<file path="config.mk">
export PLATFORM = sky130hd
export DESIGN_NAME = des_kat_selftest
export DESIGN_NICKNAME = d
export VERILOG_FILES = /design/src/rtl/des_kat_pkg.sv /design/src/rtl/des_kat_selftest.sv
export SDC_FILE = /design/constraint.sdc
export NUM_CORES = 1
export LEC_CHECK = 0
export ABC_AREA = 1
export BUFFER_PORTS_ARGS = -buffer_cell sky130_fd_sc_hd__buf_2
export CORE_ASPECT_RATIO = 0.7
export CORE_MARGIN = 5
export CORE_UTILIZATION = 47
export CTS_BUF_LIST = sky130_fd_sc_hd__clkbuf_8
export DETAILED_ROUTE_END_ITERATION = 8
export GPL_TIMING_DRIVEN = 0
export PLACE_DENSITY_LB_ADDON = 0.25
export SLEW_MARGIN = 20
export SYNTH_ARGS = -nofsm -noshare
export SYNTH_HDL_FRONTEND = slang
export SYNTH_SLANG_ARGS = --single-unit
</file>
<file path="constraint.sdc">
create_clock -name clk_i -period 2.8 [get_ports clk_i]
set_input_delay 0.56 -clock clk_i [delete_from_list [all_inputs] [get_ports clk_i]]
set_output_delay 0.56 -clock clk_i [all_outputs]
set_load 0.005 [all_outputs]
</file>
<file path="src/rtl/des_kat_pkg.sv">
// Shared definitions for the DES known-answer self-test initiator.
// Holds the FSM state type, vector count, default key, the "no error"
// marker for first_err, and the walking-one generator used by both the
// issue side (ENC plaintexts) and the check side (DEC expected values).
package des_kat_pkg;

  typedef enum logic [1:0] {
    StIdle,
    StEnc,
    StDec,
    StFin
  } state_e;

  localparam int unsigned KAT_N          = 64;
  localparam logic [0:63] DEFAULT_KEY    = 64'h0101_0101_0101_0101;
  localparam logic [6:0]  FIRST_ERR_NONE = 7'h7F;

  // Only bit[idx] set, with bit 0 as the MSB (matches des [0:63] ordering).
  function automatic logic [0:63] walking_one(input logic [5:0] idx);
    logic [0:63] w;
    w      = '0;
    w[idx] = 1'b1;
    return w;
  endfunction

endpackage

</file>
<file path="src/rtl/des_kat_selftest.sv">
// Known-answer self-test initiator for the des core.
// ENC phase: encrypts 64 walking-one plaintexts under KEY and checks each
// result against the answer ROM. DEC phase (DEC_EN=1): decrypts the ROM
// answers and checks against the walking-one plaintexts.
// Ports:
//   clk_i, reset_i    clock, synchronous active-low reset
//   start_i           start request (IDLE only)
//   des_*_o / des_*_i drive / observe the des core
//   rom_addr_o/data_i asynchronous answer ROM
//   busy_o, done_o    run in progress, one-cycle completion pulse
//   pass_o            last run passed (held until next start)
//   err_cnt_o         saturating mismatch count
//   first_err_o       {phase, index} of first mismatch, 7'h7F if none
//   timeout_o         last run aborted waiting for des output
module des_kat_selftest
  import des_kat_pkg::*;
#(
  parameter logic [0:63] KEY     = DEFAULT_KEY,
  parameter int unsigned TIMEOUT = 256,
  parameter bit          DEC_EN  = 1'b1
) (
  input  logic        clk_i,
  input  logic        reset_i,
  input  logic        start_i,
  output logic        des_mode_o,
  output logic [0:63] des_key_o,
  output logic [0:63] des_data_o,
  output logic        des_valid_o,
  input  logic [0:63] des_data_i,
  input  logic        des_valid_i,
  output logic [5:0]  rom_addr_o,
  input  logic [0:63] rom_data_i,
  output logic        busy_o,
  output logic        done_o,
  output logic        pass_o,
  output logic [7:0]  err_cnt_o,
  output logic [6:0]  first_err_o,
  output logic        timeout_o
);

  localparam int unsigned    TW          = $clog2(TIMEOUT + 1);
  localparam logic [TW-1:0]  TIMEOUT_VAL = TW'(TIMEOUT);
  localparam logic [6:0]     IDX_END     = 7'(KAT_N);
  localparam logic [6:0]     IDX_LAST    = 7'(KAT_N - 1);

  state_e          state_q, state_d;
  logic [6:0]      in_idx_q, in_idx_d;
  logic [6:0]      out_idx_q, out_idx_d;
  logic [TW-1:0]   timer_q, timer_d;
  logic [7:0]      err_cnt_q, err_cnt_d;
  logic [6:0]      first_err_q, first_err_d;
  logic            pass_q, pass_d;
  logic            timeout_q, timeout_d;

  logic            in_phase, issuing, timed_out, mismatch;
  logic [0:63]     expected;

  assign in_phase  = (state_q == StEnc) || (state_q == StDec);
  assign issuing   = in_phase && (in_idx_q != IDX_END);
  assign timed_out = in_phase && (timer_q == TIMEOUT_VAL);

  always_comb begin
    state_d     = state_q;
    in_idx_d    = in_idx_q;
    out_idx_d   = out_idx_q;
    timer_d     = timer_q;
    err_cnt_d   = err_cnt_q;
    first_err_d = first_err_q;
    pass_d      = pass_q;
    timeout_d   = timeout_q;

    des_valid_o = issuing && !timed_out;
    des_mode_o  = (state_q == StDec);
    des_data_o  = '0;
    rom_addr_o  = '0;
    expected    = walking_one(out_idx_q[5:0]);

    // The ROM serves the check side in ENC and the issue side in DEC.
    unique case (state_q)
      StEnc: begin
        rom_addr_o = out_idx_q[5:0];
        expected   = rom_data_i;
        if (issuing) des_data_o = walking_one(in_idx_q[5:0]);
      end
      StDec: begin
        rom_addr_o = in_idx_q[5:0];
        if (issuing) des_data_o = rom_data_i;
      end
      default: ;
    endcase

    mismatch = in_phase && des_valid_i && (des_data_i != expected);

    if (des_valid_o) in_idx_d = in_idx_q + 7'd1;

    if (mismatch) begin
      if (err_cnt_q != 8'hFF) err_cnt_d = err_cnt_q + 8'd1;
      if (first_err_q == FIRST_ERR_NONE) first_err_d = {state_q == StDec, out_idx_q[5:0]};
    end

    // Timer only runs once all inputs are issued, i.e. while waiting on des.
    if (in_phase) begin
      if (des_valid_i) begin
        out_idx_d = out_idx_q + 7'd1;
        timer_d   = '0;
      end else if (!issuing) begin
        timer_d = timer_q + 1'b1;
      end
    end

    unique case (state_q)
      StIdle: begin
        if (start_i) begin
          state_d     = StEnc;
          in_idx_d    = '0;
          out_idx_d   = '0;
          timer_d     = '0;
          err_cnt_d   = '0;
          first_err_d = FIRST_ERR_NONE;
          pass_d      = 1'b0;
          timeout_d   = 1'b0;
        end
      end
      StEnc, StDec: begin
        if (timed_out) begin
          timeout_d = 1'b1;
          state_d   = StFin;
        end else if (des_valid_i && (out_idx_q == IDX_LAST)) begin
          if ((state_q == StEnc) && DEC_EN) begin
            state_d   = StDec;
            in_idx_d  = '0;
            out_idx_d = '0;
            timer_d   = '0;
          end else begin
            state_d = StFin;
          end
        end
      end
      StFin:   state_d = StIdle;
      default: state_d = StIdle;
    endcase

    // Uses the _d values so a last-cycle mismatch or timeout is included.
    if ((state_d == StFin) && (state_q != StFin)) begin
      pass_d = (err_cnt_d == 8'd0) && !timeout_d;
    end
  end

  always_ff @(posedge clk_i) begin
    if (!reset_i) begin
      state_q     <= StIdle;
      in_idx_q    <= '0;
      out_idx_q   <= '0;
      timer_q     <= '0;
      err_cnt_q   <= '0;
      first_err_q <= FIRST_ERR_NONE;
      pass_q      <= 1'b0;
      timeout_q   <= 1'b0;
    end else begin
      state_q     <= state_d;
      in_idx_q    <= in_idx_d;
      out_idx_q   <= out_idx_d;
      timer_q     <= timer_d;
      err_cnt_q   <= err_cnt_d;
      first_err_q <= first_err_d;
      pass_q      <= pass_d;
      timeout_q   <= timeout_d;
    end
  end

  assign des_key_o   = KEY;
  assign busy_o      = (state_q != StIdle);
  assign done_o      = (state_q == StFin);
  assign pass_o      = pass_q;
  assign err_cnt_o   = err_cnt_q;
  assign first_err_o = first_err_q;
  assign timeout_o   = timeout_q;

endmodule

</file>
==> results of run 1 <==
-- worst paths after layout --
check                               startpoint              to  depth (start not counted)
worst max register to register      state_q[1]          pass_o                         22
worst min register to register  first_err_o[2]  first_err_o[2]                          2
worst min-delay path            first_err_o[2]  first_err_o[2]                          2
worst max-delay path               in_idx_q[0]  des_data_o[39]                          8
-- cell families (layout without fill, tap and decap cells) --
family	after synthesis	count (layout)	share of synthesized area, %
simple gates	733	733	50.1
buf+inv	253	506	21.0
compound gates	118	118	12.4
flops	42	42	13.3
fa+ha+maj	10	10	1.98
xor+xnor	8	8	1.11
other cells	2	64	0.119
-- power by group through the flow --
stage	Combinational (mW)	Sequential (mW)	Clock, mW
2_1_floorplan	0.510	0.633	0
3_3_place_gp	0.780	0.635	0
3_5_place_dp	0.793	0.637	0
4_1_cts	0.821	0.623	0.492
5_1_grt	0.967	0.626	0.519
6_report	0.893	0.623	0.494
-- tightest hold or removal path, cell delays in order (launching register included) --
cell and delay, ps:
dfxtp_1 330, o21ai_0 70, nand2_1 50
-- layout by cell type (no fill, tap or decap), types with 9 or more instances in the layout --
cell type and n:
nor2_2 12, inv_2 9, nand2_2 13, buf_4 84, buf_2 227, o21ai_0 28, nand3_1 97, buf_6 16
nor3_1 13, nand2_1 398, dfxtp_1 36, nor2_4 17, conb_1 64, o211ai_1 10, a21oi_1 13, a22oi_1 48
nor2_1 146, inv_1 134
-- registers in the layout (all words and copies together), names as in the netlist --
register / cells
out_idx_q: 7
pass_o: 1
first_err_o: 7
in_idx_q: 7
err_cnt_o: 8
timeout_o: 1
state_q: 2
timer_q: 9
-- metrics by stage --
stage               hold slack [ps]  utilization [%]  setup TNS [ps]  instance area [um^2]
floorplan                       427                -               0                  6540
global placement                453             59.8          -13660                  7860
detailed placement              474             60.2          -12390                  7910
CTS                             486             62.4               0                  8200
global route                    505             64.5            -141                  8470
finish                          479             64.5               0                  8470
-- cell type report --
type / count / area (um^2)
sequential: 42 / 858
clock inverter: 3 / 40.0
timing repair buffer: 248 / 1330
tap: 166 / 208
fill: 1264 / 4670
inverter: 151 / 593
buffer: 99 / 785
multi-input combinational: 933 / 4590
clock buffer: 5 / 68.8
-- timing repair --
action,in CTS,in global routing
pin swaps,13,13
cloned,1,1
endpoints found under the hold margin,0,0
resized for setup,44,59
setup buffers,5,15
setup endpoints to repair,80,100
hold buffers,0,0
-- metal layers --
layer  wire length [um]  vias up  part of all wire (%)  global-route usage [%]
li1                   -     4195                     -                       -
met1              10600     3878                    38                    43.5
met2              11600      713                    42                    48.5
met3               4530       98                    16                    10.0
met4                952        2                   3.4                    12.3
met5                 13        -                 0.047                       0
==> flow_summary_export.csv, run 1 <==
group,metric,value,unit
setup_path,critical_path_peak_fanout,8,
global_route,track_usage,32.3,%
synth,seq_area_frac_synth,13.3,%
setup_path,critPathArrivalTime,2170,ps
power,swShare,39.3,%
run,cap_viol_max_count,0,
power,switching_power,0.789,mW
timing,setup_slack,68.7,ps
timing,finalHoldViolCount,0,
clock_tree,clock_sinks,42,
floorplanning,die_h,107,um
clock_tree,clock_path_buffers,2,
floorplanning,num_rows,35,
setup_path,worst_path_most_repeated_cell,"inv_1",
setup_path,worstSetupPathType,"reg -> out",
layout,drive_above_1_share,30.0,%
clock_tree,cts_tree,"done",
synth,syn_avg_cell_area,5.41,um^2
timing,fin_skew,3.66,ps
power,power_frac_comb,44.4,%
timing,grt_setup_unrepaired,"yes",
floorplanning,dieWidth,148,um
clock_tree,numCtsBuffers,5,
setup_path,critical_path.top_delay_family,"buffers and inverters",
clock_tree,clkSlewWorstSetupHoldPaths,90,ps
timing,period_share,97.5,%
layout,synthToLayoutAreaGrowth,34.3,%
route,drc_errors,0,
power,p_leak,4.82,nW
timing,slew_violations,0,
global_route,grt_pass1_vias,7897,
synth,synth_top_area_share,24.2,%
setup_path,r2r_slack,100,ps
placement,dp_slack,-613,ps
power,pwr-share-clk,24.6,%
global_route,grt_max_degree,14,
route,via_per_inst,5.40,
layout,nets,1622,
route,vias,8886,
power,intPower,1.22,mW
power,p_total,2.01,mW
clock_tree,root_buffer,"clkbuf_8",
timing,max_freq,0.366,GHz
synth,synth_warnings,0,
synth,ys_types,46,
synth,synth_area_leaders,"nand2_1, dfxtp_1, nor2_1, inv_1, nand3_1",
power,ir_drop,0.000201,V
placement,dp.cells,1620,
floorplanning,die-area,0.0159,mm^2
placement,io_buffers,222,
global_route,grt_overflow,0,
floorplanning,core_area,0.0131,mm^2
synth,synth.largest_area_cell,"nand2_1",
setup_path,startpoint_type,"flop",
route,firstDrtPassIters,6,
setup_path,cp_num_buf_inv,5,
clock_tree,htreeDepth,2,
synth,synth_area,0.00631,mm^2
route,drt.antenna.violating_nets,0,
synth,synthCells,1166,
power,p_seq_share,31.0,%
placement,dpl.hpwl,22.0,mm
timing,worst_pin_slew,683,ps
timing,finalSetupViolCount,0,
setup_path,critical_path_required,2240,ps
route,drt_wl_total,27.8,mm
global_route,antenna_found_initial,1,
route,drt-wirelength-per-cell,16.9,um
outcome,status,"finished, final reports clean",
setup_path,slowest_stage,"nor2_2",
floorplanning,io_pins,287,
layout,antenna-diode-count,0,
layout,fin_cells,1647,
floorplanning,start_util,48.0,%
placement,place.gp.congestion,1.01,
timing,fin_crit,2730,ps
power,power.density,237,mW/mm^2
clock_tree,clkLatencyLatePin,300,ps
hold_path,min_path_type,"reg -> reg",
setup_path,crit_chain,"clkinvlp_4 -> buf_4 -> nor2_2 -> inv_1 -> o21ai_0 -> nand2_1 -> inv_1 -> buf_2",
synth,ys_async_sr_fraction,0,%
synth,synthTopCellsByCount,"nand2_1, nor2_1, inv_1, nand3_1, buf_4",
setup_path,worst_setup_path_end_kind,"output pin",
synth,synth_ff_type,"dfxtp_1",
setup_path,cpPeakStageDelay,530,ps
route,drt-initial-drc-count,1197,
timing,relSlewSlack,54.4,%
global_route,grt_pass1_wl,40.8,mm
synth,synth_most_common_cell,"nand2_1",
synth,synth_edf_count,0,
synth,yosys_register_bits,42,
(Power assumes the default switching activity.)
==> inputs of run 2 (changes only) <==
--- a/config.mk
+++ b/config.mk
@@ -5,7 +5,6 @@
 export SDC_FILE = /design/constraint.sdc
 export NUM_CORES = 1
 export LEC_CHECK = 0
-export ABC_AREA = 1
 export BUFFER_PORTS_ARGS = -buffer_cell sky130_fd_sc_hd__buf_2
 export CORE_ASPECT_RATIO = 0.7
 export CORE_MARGIN = 5
==> run 2 against run 1 <==
The run now ends with negative setup slack left; fmax down 16%; register-to-register slack worse by 560 ps; combinational power up 22%; die area down 15%; flip-flop and latch count unchanged; via count decreased by 17%; power up 10%; final cell count decreased by 26%; critical endpoint is now pass_o; largest cell class unchanged; highest routed layer is now met4.
==> flow_summary_export.csv, run 2 <==
group,metric,value,unit
layout,nets,1198,
layout,largest_register,"timer_q",
floorplanning,dieWidth,137,um
setup_path,r2r_cells,13,
global_route,antenna_found_initial,3,
clock_tree,root_buffer,"clkbuf_8",
floorplanning,die_h,98.8,um
setup_path,r2r-end,"pass_o",
outcome,status,"complete, but fails checks",
placement,place.gp.congestion,1.02,
setup_path,critPathArrivalTime,3510,ps
layout,fin_cells,1215,
clock_tree,numCtsBuffers,5,
timing,setup_slack,-461,ps
power,ir_drop,0.000267,V
placement,placed_area,0.00695,mm^2
synth,ys_types,60,
placement,io_buffers,222,
setup_path,critical_path_peak_fanout,10,
route,drc_errors,0,
global_route,grt_overflow,0,
layout,design_area,0.00780,mm^2
hold_path,hold_depth,2,
timing,holdWs,491,ps
setup_path,worst_setup_path_end_kind,"flop",
clock_tree,clkSlewWorstSetupHoldPaths,90,ps
timing,worst_pin_slew,909,ps
global_route,grt_pass1_vias,6702,
route,drt_wl_total,26.3,mm
outcome,violations,"negative setup slack",
timing,max_freq,0.307,GHz
setup_path,r2r_slack,-460,ps
power,p_leak,3.42,nW
layout,fillers,951,
run,cap_viol_max_count,0,
timing,fin_skew,7.33,ps
timing,slew_violations,0,
setup_path,r2r-start,"out_idx_q[5]",
timing,grt_setup_unrepaired,"yes",
timing,finalHoldViolCount,0,
synth,ys_async_sr_fraction,0,%
hold_path,hold_path_end,"first_err_o[1]",
global_route,grt_pass1_wl,37.7,mm
synth,synth_area_leaders,"a22oi_1, dfxtp_1, xnor2_1, buf_4, nor2_1",
timing,period_share,116,%
layout,layout_commonest_cell,"buf_2",
layout,multi_input_area,0.00432,mm^2
clock_tree,cts_tree,"done",
synth,synth_ff_type,"dfxtp_1",
layout,drive_above_1_share,41.8,%
route,drt-wirelength-per-cell,21.6,um
synth,synth_area,0.00529,mm^2
clock_tree,htreeDepth,2,
layout,largest_register_ffs,9,
layout,regArea,850,um^2
floorplanning,die-area,0.0135,mm^2
setup_path,worstSetupPathType,"reg -> reg",
floorplanning,io_pins,287,
synth,seq_area_frac_synth,15.9,%
hold_path,min-delay-start,"first_err_o[1]",
synth,synth_top_area_share,16.0,%
floorplanning,num_rows,32,
synth,synthTopCellsByCount,"a22oi_1, nor2_1, buf_4, xnor2_1, nand2_1",
placement,dp.cells,1177,
synth,syn_avg_cell_area,7.15,um^2
route,vias,7335,
floorplanning,start_util,48.1,%
timing,finalSetupViolCount,42,
layout,final_cell_mix,"buf_2, nor2_1, a22oi_1",
clock_tree,clkLatencyLatePin,300,ps
route,drt.antenna.violating_nets,0,
setup_path,startpoint_type,"flop",
timing,fin_crit,3260,ps
global_route,track_usage,35.8,%
synth,synthCells,740,
global_route,grt_max_degree,15,
route,firstDrtPassIters,9,
route,drt-initial-drc-count,1251,
floorplanning,core_area,0.0110,mm^2
synth,yosys_register_bits,42,
clock_tree,clock_sinks,42,
clock_tree,clock_path_buffers,2,
timing,relSlewSlack,39.1,%
layout,synthToLayoutAreaGrowth,47.4,%
route,via_per_inst,6.04,
hold_path,min_path_type,"reg -> reg",
synth,synth_warnings,0,
power,p_total,2.22,mW
power,power.density,284,mW/mm^2
setup_path,critical_path_required,3050,ps
placement,dpl.hpwl,20.2,mm
synth,synth_edf_count,0,
synth,synth.largest_area_cell,"a22oi_1",
run 2: cell count changes in the layout (fill, tap and decap cells not counted), sizes merged, moves of 13 or more:
| cell | previous run | this run |
|---|---|---|
| nand2 | 417 | 44 |
| xnor2 | 0 | 58 |
| nor2 | 178 | 114 |
| a22oi | 48 | 113 |
| inv | 148 | 18 |
| o21ai | 31 | 18 |
| and3 | 0 | 13 |
| nand3 | 102 | 13 |
| nor4 | 1 | 18 |
| clkbuf | 21 | 43 |
| xor2 | 8 | 24 |
run 2: report_power, final:
| part | switching, mW | leakage, nW | total [mW] | internal [mW] |
|---|---|---|---|---|
| combinational | 0.615 | 3.03 | 1.09 | 0.475 |
| clock | 0.232 | 0.0504 | 0.498 | 0.265 |
| sequential | 0.0191 | 0.342 | 0.632 | 0.613 |
| total | 0.866 | 3.42 | 2.22 | 1.35 |
run 2: how the worst max path moves through the flow:
| stage | to | slack, ps | from |
|---|---|---|---|
| after floorplan | pass_o | -110 | state_q[1] |
| after CTS | pass_o | -300 | out_idx_q[2] |
| final | pass_o | -460 | out_idx_q[5] |
| after detailed placement | pass_o | -1090 | out_idx_q[3] |
| after global placement | pass_o | -1120 | out_idx_q[3] |
| after global routing | pass_o | -630 | state_q[1] |
run 2: per-layer routing:
metal / track usage [%] / share of wire, %
met1: 47.2 / 37
met2: 52.8 / 41
met3: 13.5 / 16
met4: 13.6 / 5.9
met5: 0 / 0
run 2: what timing repair did:
| item | CTS | global route |
|---|---|---|
| pin swaps | 24 | 4 |
| hold buffers | 0 | 0 |
| gates resized for setup | 113 | 31 |
| setup endpoints to repair | 96 | 82 |
| buffers inserted | 29 | 0 |
| hold endpoints to repair | 0 | 0 |
run 2: cell families after synthesis:
| group | synth area share (%) |
|---|---|
| AO/OA/AOI/OAI | 24.4 |
| multiplexers | 0.473 |
| XOR/XNOR | 13.6 |
| AND/OR/NAND/NOR | 28.4 |
| buffers and inverters | 14.7 |
| flip-flops | 15.9 |
| adder cells (fa/ha/maj) | 2.36 |
| other | 0.142 |
run 2: stage by stage:
stage	setup slack [ps]	utilization, %	setup TNS, ps
3_3_place_gp	-1120	62.9	-28810
2_1_floorplan	-114	-	-172
3_5_place_dp	-1090	63.1	-27850
5_1_grt	-626	70.8	-11950
4_1_cts	-298	69.8	-1260
6_report	-461	70.9	-5140
run 2: layout make-up:
cell class                 count  area share [%]
antenna                        5           0.160
tap                          153            2.45
inverter                      18           0.866
multi-input combinational    623            55.3
clock buffer                   5           0.882
clock inverter                 3           0.577
sequential                    42            10.9
timing repair buffer         251            17.7
buffer                       115            11.1
run 2: worst max-delay path, stage by stage (launching register included):
cell      delay, ps
dfxtp_1         390
buf_4           200
clkbuf_4        260
nand3b_1        190
o21ai_2         310
xor2_1          110
nor4_1          280
nand4_1         340
nor4_4          320
buf_6           170
nor2_2           50
mux2_4          280
o21ai_1         140
o211a_1         160
